--- src/rtl/load_store_queue.sv ---
// In-order load/store queue between the LS reservation station and memory.
// Loads issue at head once addressed; stores issue at head after ROB commit.
module load_store_queue #(
    parameter int ENTRY_BITS = 3,
    parameter int ROB_BITS   = 5
) (
    input  logic                clk_in,
    input  logic                rst_in,
    input  logic                rdy_in,
    input  logic                _clear,
    input  logic                _in_valid,
    input  logic [3:0]          _in_type,
    input  logic [ROB_BITS-1:0] _in_rob_id,
    output logic                _lsb_full,
    input  logic                _alu_ready,
    input  logic [ROB_BITS-1:0] _alu_rob_id,
    input  logic [31:0]         _alu_value,
    input  logic                _lsb_rs_ready,
    input  logic [ROB_BITS-1:0] _lsb_rob_id,
    input  logic [31:0]         _lsb_st_value,
    input  logic                _rob_commit,
    input  logic [ROB_BITS-1:0] _rob_commit_id,
    output logic                _mem_req,
    output logic                _mem_we,
    output logic [1:0]          _mem_width,
    output logic [31:0]         _mem_addr,
    output logic [31:0]         _mem_wdata,
    input  logic                _mem_done,
    input  logic [31:0]         _mem_rdata,
    output logic                _cdb_ls_ready,
    output logic [ROB_BITS-1:0] _cdb_ls_rob_id,
    output logic [31:0]         _cdb_ls_value
);
    localparam int DEPTH = 1 << ENTRY_BITS;
    typedef logic [ENTRY_BITS-1:0] ptr_t;
    typedef logic [ENTRY_BITS:0]   cnt_t;
    typedef enum logic {S_IDLE, S_WAIT} state_t;

    logic                vld_q [DEPTH], vld_d [DEPTH];
    logic                st_q  [DEPTH], st_d  [DEPTH];
    logic                zx_q  [DEPTH], zx_d  [DEPTH];
    logic [1:0]          wd_q  [DEPTH], wd_d  [DEPTH];
    logic [ROB_BITS-1:0] rob_q [DEPTH], rob_d [DEPTH];
    logic                aok_q [DEPTH], aok_d [DEPTH];
    logic [31:0]         adr_q [DEPTH], adr_d [DEPTH];
    logic                dok_q [DEPTH], dok_d [DEPTH];
    logic [31:0]         dat_q [DEPTH], dat_d [DEPTH];
    logic                cmt_q [DEPTH], cmt_d [DEPTH];

    ptr_t   head_q, head_d, tail_q, tail_d;
    cnt_t   count_q, count_d, ccnt_q, ccnt_d;
    state_t state_q, state_d;
    logic   flushed_q, flushed_d;

    logic                mem_req_q, mem_req_d, mem_we_q, mem_we_d;
    logic [1:0]          mem_width_q, mem_width_d;
    logic [31:0]         mem_addr_q, mem_addr_d, mem_wdata_q, mem_wdata_d;
    logic                op_zx_q, op_zx_d;
    logic [ROB_BITS-1:0] op_rob_q, op_rob_d;
    logic                cdb_rdy_q, cdb_rdy_d;
    logic [ROB_BITS-1:0] cdb_rob_q, cdb_rob_d;
    logic [31:0]         cdb_val_q, cdb_val_d;

    logic full, pop, alloc, head_ok, commit_hit;

    assign full           = (count_q == cnt_t'(DEPTH));
    assign _lsb_full      = full;
    assign _mem_req       = mem_req_q;
    assign _mem_we        = mem_we_q;
    assign _mem_width     = mem_width_q;
    assign _mem_addr      = mem_addr_q;
    assign _mem_wdata     = mem_wdata_q;
    assign _cdb_ls_ready  = cdb_rdy_q;
    assign _cdb_ls_rob_id = cdb_rob_q;
    assign _cdb_ls_value  = cdb_val_q;

    function automatic logic [31:0] ext_load(input logic [1:0] w, input logic z,
                                             input logic [31:0] d);
        case (w)
            2'b00:   return z ? {24'b0, d[7:0]} : {{24{d[7]}}, d[7:0]};
            2'b01:   return z ? {16'b0, d[15:0]} : {{16{d[15]}}, d[15:0]};
            default: return d;
        endcase
    endfunction

    // Next-state: pop/issue, allocate, fill, commit, then flush override
    always_comb begin
        vld_d = vld_q; st_d = st_q; zx_d = zx_q; wd_d = wd_q; rob_d = rob_q;
        aok_d = aok_q; adr_d = adr_q; dok_d = dok_q; dat_d = dat_q; cmt_d = cmt_q;
        head_d = head_q; tail_d = tail_q; count_d = count_q; ccnt_d = ccnt_q;
        state_d = state_q; flushed_d = flushed_q;
        mem_req_d = mem_req_q; mem_we_d = mem_we_q; mem_width_d = mem_width_q;
        mem_addr_d = mem_addr_q; mem_wdata_d = mem_wdata_q;
        op_zx_d = op_zx_q; op_rob_d = op_rob_q;
        cdb_rdy_d = 1'b0; cdb_rob_d = cdb_rob_q; cdb_val_d = cdb_val_q;
        pop = 1'b0;
        commit_hit = 1'b0;
        head_ok = vld_q[head_q] && aok_q[head_q] &&
                  (!st_q[head_q] || (dok_q[head_q] && cmt_q[head_q]));

        if (state_q == S_WAIT) begin
            if (_mem_done) begin
                state_d   = S_IDLE;
                mem_req_d = 1'b0;
                flushed_d = 1'b0;
                if (!flushed_q) begin
                    pop = 1'b1;
                    vld_d[head_q] = 1'b0;
                    cmt_d[head_q] = 1'b0;
                    head_d = head_q + ptr_t'(1);
                    if (mem_we_q) begin
                        ccnt_d = ccnt_q - cnt_t'(1);
                    end else if (!_clear) begin
                        cdb_rdy_d = 1'b1;
                        cdb_rob_d = op_rob_q;
                        cdb_val_d = ext_load(mem_width_q, op_zx_q, _mem_rdata);
                    end
                end
            end else if (_clear && !mem_we_q) begin
                flushed_d = 1'b1;
            end
        end else if (head_ok && (!_clear || cmt_q[head_q])) begin
            state_d     = S_WAIT;
            mem_req_d   = 1'b1;
            mem_we_d    = st_q[head_q];
            mem_width_d = wd_q[head_q];
            mem_addr_d  = adr_q[head_q];
            mem_wdata_d = dat_q[head_q];
            op_zx_d     = zx_q[head_q];
            op_rob_d    = rob_q[head_q];
        end

        alloc = _in_valid && !_clear && (!full || pop);
        if (alloc) begin
            vld_d[tail_q] = 1'b1;
            st_d[tail_q]  = _in_type[3];
            zx_d[tail_q]  = _in_type[2];
            wd_d[tail_q]  = _in_type[1:0];
            rob_d[tail_q] = _in_rob_id;
            aok_d[tail_q] = 1'b0;
            dok_d[tail_q] = 1'b0;
            cmt_d[tail_q] = 1'b0;
            tail_d = tail_q + ptr_t'(1);
        end
        count_d = count_q + cnt_t'(alloc) - cnt_t'(pop);

        for (int i = 0; i < DEPTH; i++) begin
            if (!_clear && _alu_ready && vld_d[i] && rob_d[i] == _alu_rob_id) begin
                aok_d[i] = 1'b1;
                adr_d[i] = _alu_value;
            end
            if (!_clear && _lsb_rs_ready && vld_d[i] && rob_d[i] == _lsb_rob_id) begin
                dok_d[i] = 1'b1;
                dat_d[i] = _lsb_st_value;
            end
            if (_rob_commit && vld_d[i] && st_d[i] && !cmt_d[i] &&
                rob_d[i] == _rob_commit_id) begin
                cmt_d[i] = 1'b1;
                commit_hit = 1'b1;
            end
        end
        if (commit_hit) begin
            ccnt_d = ccnt_d + cnt_t'(1);
        end

        if (_clear) begin
            for (int i = 0; i < DEPTH; i++) begin
                vld_d[i] = vld_d[i] && cmt_d[i];
            end
            tail_d  = head_d + ptr_t'(ccnt_d);
            count_d = ccnt_d;
        end
    end

    // State registers; rdy_in low freezes everything
    always_ff @(posedge clk_in or posedge rst_in) begin
        if (rst_in) begin
            for (int i = 0; i < DEPTH; i++) begin
                vld_q[i] <= 1'b0; st_q[i] <= 1'b0; zx_q[i] <= 1'b0;
                wd_q[i] <= '0; rob_q[i] <= '0; aok_q[i] <= 1'b0;
                adr_q[i] <= '0; dok_q[i] <= 1'b0; dat_q[i] <= '0;
                cmt_q[i] <= 1'b0;
            end
            head_q <= '0; tail_q <= '0; count_q <= '0; ccnt_q <= '0;
            state_q <= S_IDLE; flushed_q <= 1'b0;
            mem_req_q <= 1'b0; mem_we_q <= 1'b0; mem_width_q <= '0;
            mem_addr_q <= '0; mem_wdata_q <= '0;
            op_zx_q <= 1'b0; op_rob_q <= '0;
            cdb_rdy_q <= 1'b0; cdb_rob_q <= '0; cdb_val_q <= '0;
        end else if (rdy_in) begin
            vld_q <= vld_d; st_q <= st_d; zx_q <= zx_d; wd_q <= wd_d;
            rob_q <= rob_d; aok_q <= aok_d; adr_q <= adr_d; dok_q <= dok_d;
            dat_q <= dat_d; cmt_q <= cmt_d;
            head_q <= head_d; tail_q <= tail_d; count_q <= count_d; ccnt_q <= ccnt_d;
            state_q <= state_d; flushed_q <= flushed_d;
            mem_req_q <= mem_req_d; mem_we_q <= mem_we_d; mem_width_q <= mem_width_d;
            mem_addr_q <= mem_addr_d; mem_wdata_q <= mem_wdata_d;
            op_zx_q <= op_zx_d; op_rob_q <= op_rob_d;
            cdb_rdy_q <= cdb_rdy_d; cdb_rob_q <= cdb_rob_d; cdb_val_q <= cdb_val_d;
        end
    end
endmodule

--- config.mk ---
export PLATFORM = sky130hd
export DESIGN_NAME = load_store_queue
export DESIGN_NICKNAME = d
export VERILOG_FILES = /design/src/rtl/load_store_queue.sv
export SDC_FILE = /design/constraint.sdc
export NUM_CORES = 2
export LEC_CHECK = 0
export BUFFER_PORTS_ARGS = -buffer_cell sky130_fd_sc_hd__clkbuf_2
export CORE_ASPECT_RATIO = 1.2
export CORE_MARGIN = 2
export CORE_UTILIZATION = 50
export CTS_CLUSTER_SIZE = 10
export DETAILED_ROUTE_END_ITERATION = 16
export HOLD_SLACK_MARGIN = 0.12
export PLACE_DENSITY_LB_ADDON = 0.2
export SETUP_SLACK_MARGIN = 0.02
export SYNTH_ARGS = -nofsm -noshare
export SYNTH_HDL_FRONTEND = slang
export SYNTH_SLANG_ARGS = --single-unit
--- constraint.sdc ---
create_clock -name clk_in -period 32.5 [get_ports clk_in]
set_clock_uncertainty 0.1 [all_clocks]
set_input_delay 4.875 -clock clk_in [delete_from_list [all_inputs] [get_ports clk_in]]
set_output_delay 4.875 -clock clk_in [all_outputs]
set_load 0.01 [all_outputs]
==> impl_metrics.env <==
export IMPL_status="finished clean"
export IMPL_ff_latch_area_um2=18600
export IMPL_hold_class="reg2reg"
export IMPL_cts_tree="done"
export IMPL_r2r_worst_path_cells=9
export IMPL_p_total_mw=3.13
export IMPL_finalWirelength_mm=94.6
export IMPL_peakVddDrop_uv=60.2
export IMPL_startpoint="_clear"
export IMPL_drt_pass1_iter_count=5
export IMPL_holdWs_ns=0.375
export IMPL_layout_drive_gt1_share_pct=39.9
export IMPL_syn_to_final_growth_pct=12.1
export IMPL_dieWidth_um=247
export IMPL_fillCellCount=5660
export IMPL_cp_max_fo=17
export IMPL_fin_crit_sh_pct=28.1
export IMPL_initial_core_util_pct=50.6
export IMPL_start_kind="input port"
export IMPL_report_final_slew_viol_count=0
export IMPL_crit_arrival_ns=9.53
export IMPL_finalHoldViolCount=0
export IMPL_grt_max_degree=177
export IMPL_layout_commonest_cell="dfrtp_1"
export IMPL_cts_sinks=744
export IMPL_die_h_um=295
export IMPL_netlist_top_cells_area="dfrtp_1 (53%), mux2_2 (16%), mux4_2 (9.6%)"
export IMPL_synth_top_area_share_pct=52.6
export IMPL_r2r_start="head_q[1]"
export IMPL_setup_violations=0
export IMPL_wl_met2_mm=46.3
export IMPL_met3_length_mm=5.21
export IMPL_async_reset_ff_share_pct=100
export IMPL_power_leakage_nw=19.2
export IMPL_ios=236
export IMPL_final_core_util_pct=56.8
export IMPL_cts_root_buf="clkbuf_16"
export IMPL_track_usage_pct=26.6
export IMPL_insertion_delay_ns=0.63
export IMPL_netlist_area_um2=35400
export IMPL_ys_flop_type="dfrtp_1"
export IMPL_endpoint_kind="flip-flop"
export IMPL_numCtsBuffers=86
export IMPL_cts_resized=0
export IMPL_fin_cells=3715
export IMPL_grt_remaining_overflow=0
export IMPL_initialDrtViolationCount=1241
export IMPL_yosys_warnings=0
export IMPL_top_layer="met5"
export IMPL_grt_pass1_vias=24336
export IMPL_core_um2=69900
export IMPL_cts_hold_buf=0
export IMPL_dpl_hpwl_mm=58.9
export IMPL_dr_total_vias=22320
export IMPL_route_detailed_drc=0
export IMPL_synth_cell_types=76
export IMPL_nNetsFinal=2915
export IMPL_placed_cells=3604
export IMPL_tns_ns=0
export IMPL_relSlewSlack_pct=21.9
export IMPL_grt_antenna_before_repair=12
export IMPL_rsz0062_at_grt="false"
export IMPL_grt_first_pass_wirelength_mm=146
export IMPL_dieArea_um2=72900
export IMPL_multiInputGateArea_um2=15900
export IMPL_ant_nets=0
export IMPL_worstMarginPinSlew_ns=1.16
export IMPL_wl_per_cell_um=25.5
export IMPL_ys_seq_area_share_pct=52.6
export IMPL_max_freq_ghz=0.110
export IMPL_syn_inst=2592
export IMPL_gp_congestion=0.990
export IMPL_required_ns=32.90
export IMPL_post_cts_setup_buffer_count=0
export IMPL_syn_nets=2733
export IMPL_cts_buffer_depth=3
export IMPL_period_needed_ns=9.13
export IMPL_io_buffers=235
export IMPL_layout_common_cells="dfrtp_1 (741), mux2_2 (504), clkbuf_2 (235)"
export IMPL_wl_met1_mm=39.9
export IMPL_synth_edff_count=0
export IMPL_cts_clk_slew_worst_paths_ns=0.05
export IMPL_cap_violations=0
export IMPL_synth_seq_cells=744
export IMPL_syn_avg_cell_area_um2=13.6
export IMPL_min_from="zx_q[3]"
export IMPL_reg2reg_slack_ns=26.92
export IMPL_rows=106
export IMPL_hold_depth=2
export IMPL_htreeDepth=3
export IMPL_viasPerCell=6.01
export IMPL_synth_top_area_cell="dfrtp_1"
export IMPL_power_density_nw_per_um2=79.0
export IMPL_path_class="in2reg"
-- worst paths after layout --
path	to
max	tail_q[2]
min	zx_q[3]
max reg2reg	_mem_wdata[25]
min reg2reg	zx_q[3]
max in group asynchronous	adr_q[111]
min in group asynchronous	_mem_wdata[0]
-- area by class of cell --
cell class                      count  area share, %
Antenna cell                        3         0.0189
Clock buffer                      101           5.75
Clock inverter                      7          0.271
Inverter                           37          0.369
Multi-Input combinational cell   1634           40.0
Sequential cell                   744           47.0
Tap cell                          918           2.90
Timing Repair Buffer              271           3.74
-- power breakdown --
| group | total (mW) | switching [mW] | leakage, nW | internal (mW) |
|---|---|---|---|---|
| clock network | 0.853 | 0.362 | 1.16 | 0.491 |
| logic | 0.919 | 0.462 | 7.91 | 0.458 |
| registers | 1.36 | 0.211 | 10.1 | 1.15 |
| total | 3.13 | 1.03 | 19.2 | 2.10 |
-- critical path, stage by stage --
cell,delay (ns)
clkbuf_2,0.31
or4b_4,0.64
a211oi_4,0.53
mux2i_1,0.44
nand2_1,0.13
a32oi_1,0.33
nand4_2,0.23
nor2_2,0.22
mux2i_1,0.33
inv_1,0.11
fa_1,0.41
xor2_1,0.16
xnor2_1,0.22
xnor2_1,0.16
xnor2_1,0.08
a221o_1,0.33
-- layer usage --
layer	GRT usage (%)	up-vias
li1	-	9744
met1	34.7	11755
met2	44.0	601
met3	5.54	200
met4	9.65	20
met5	0	-
-- cell usage after synthesis, types with 4 or more instances --
| cell | n |
|---|---|
| mux4_2 | 150 |
| mux2i_1 | 102 |
| nor4_1 | 15 |
| nand4b_1 | 6 |
| clkbuf_1 | 91 |
| inv_1 | 34 |
| o21ai_0 | 139 |
| buf_2 | 44 |
| a22o_1 | 5 |
| xor2_1 | 44 |
| nand3_1 | 22 |
| a22oi_1 | 5 |
| or2_2 | 4 |
| dfrtp_1 | 744 |
| nand2_1 | 208 |
| nor3_1 | 14 |
| a21o_1 | 4 |
| a21oi_1 | 45 |
| o22ai_1 | 8 |
| mux2_2 | 504 |
| nor2_1 | 69 |
| buf_6 | 8 |
| or3_1 | 4 |
| a211oi_1 | 6 |
| buf_1 | 31 |
| xnor2_1 | 82 |
| ha_1 | 10 |
| nand4_1 | 17 |
| mux2_4 | 58 |
| and2_1 | 4 |
| o31ai_1 | 5 |
| nor2b_1 | 12 |
| nand2b_1 | 6 |
| a211o_1 | 4 |
| a31oi_1 | 14 |
-- registers in the layout (all words and copies together), names as in the netlist, 8 cells and up --
signal,count
zx_q,8
wd_q,16
dok_q,8
rob_q,40
dat_q,256
_mem_addr,32
cmt_q,8
aok_q,8
_mem_wdata,32
st_q,8
adr_q,256
_cdb_ls_value,32
vld_q,8
-- cell families after synthesis --
kind of cell	synth area share (%)
compound gates	4.70
xor+xnor	3.12
fa+ha+maj	0.467
buf+inv	2.63
flops	52.6
mux	31.1
simple gates	5.34
-- per-stage QoR --
stage	cell area, µm²	setup slack [ns]
2_1_floorplan	35400	6.65
6_report	39700	23.37
3_3_place_gp	37300	22.87
4_1_cts	39700	23.44
5_1_grt	39700	23.09
3_5_place_dp	37300	22.81
No activity file was read; power rests on OpenSTA's default activity.
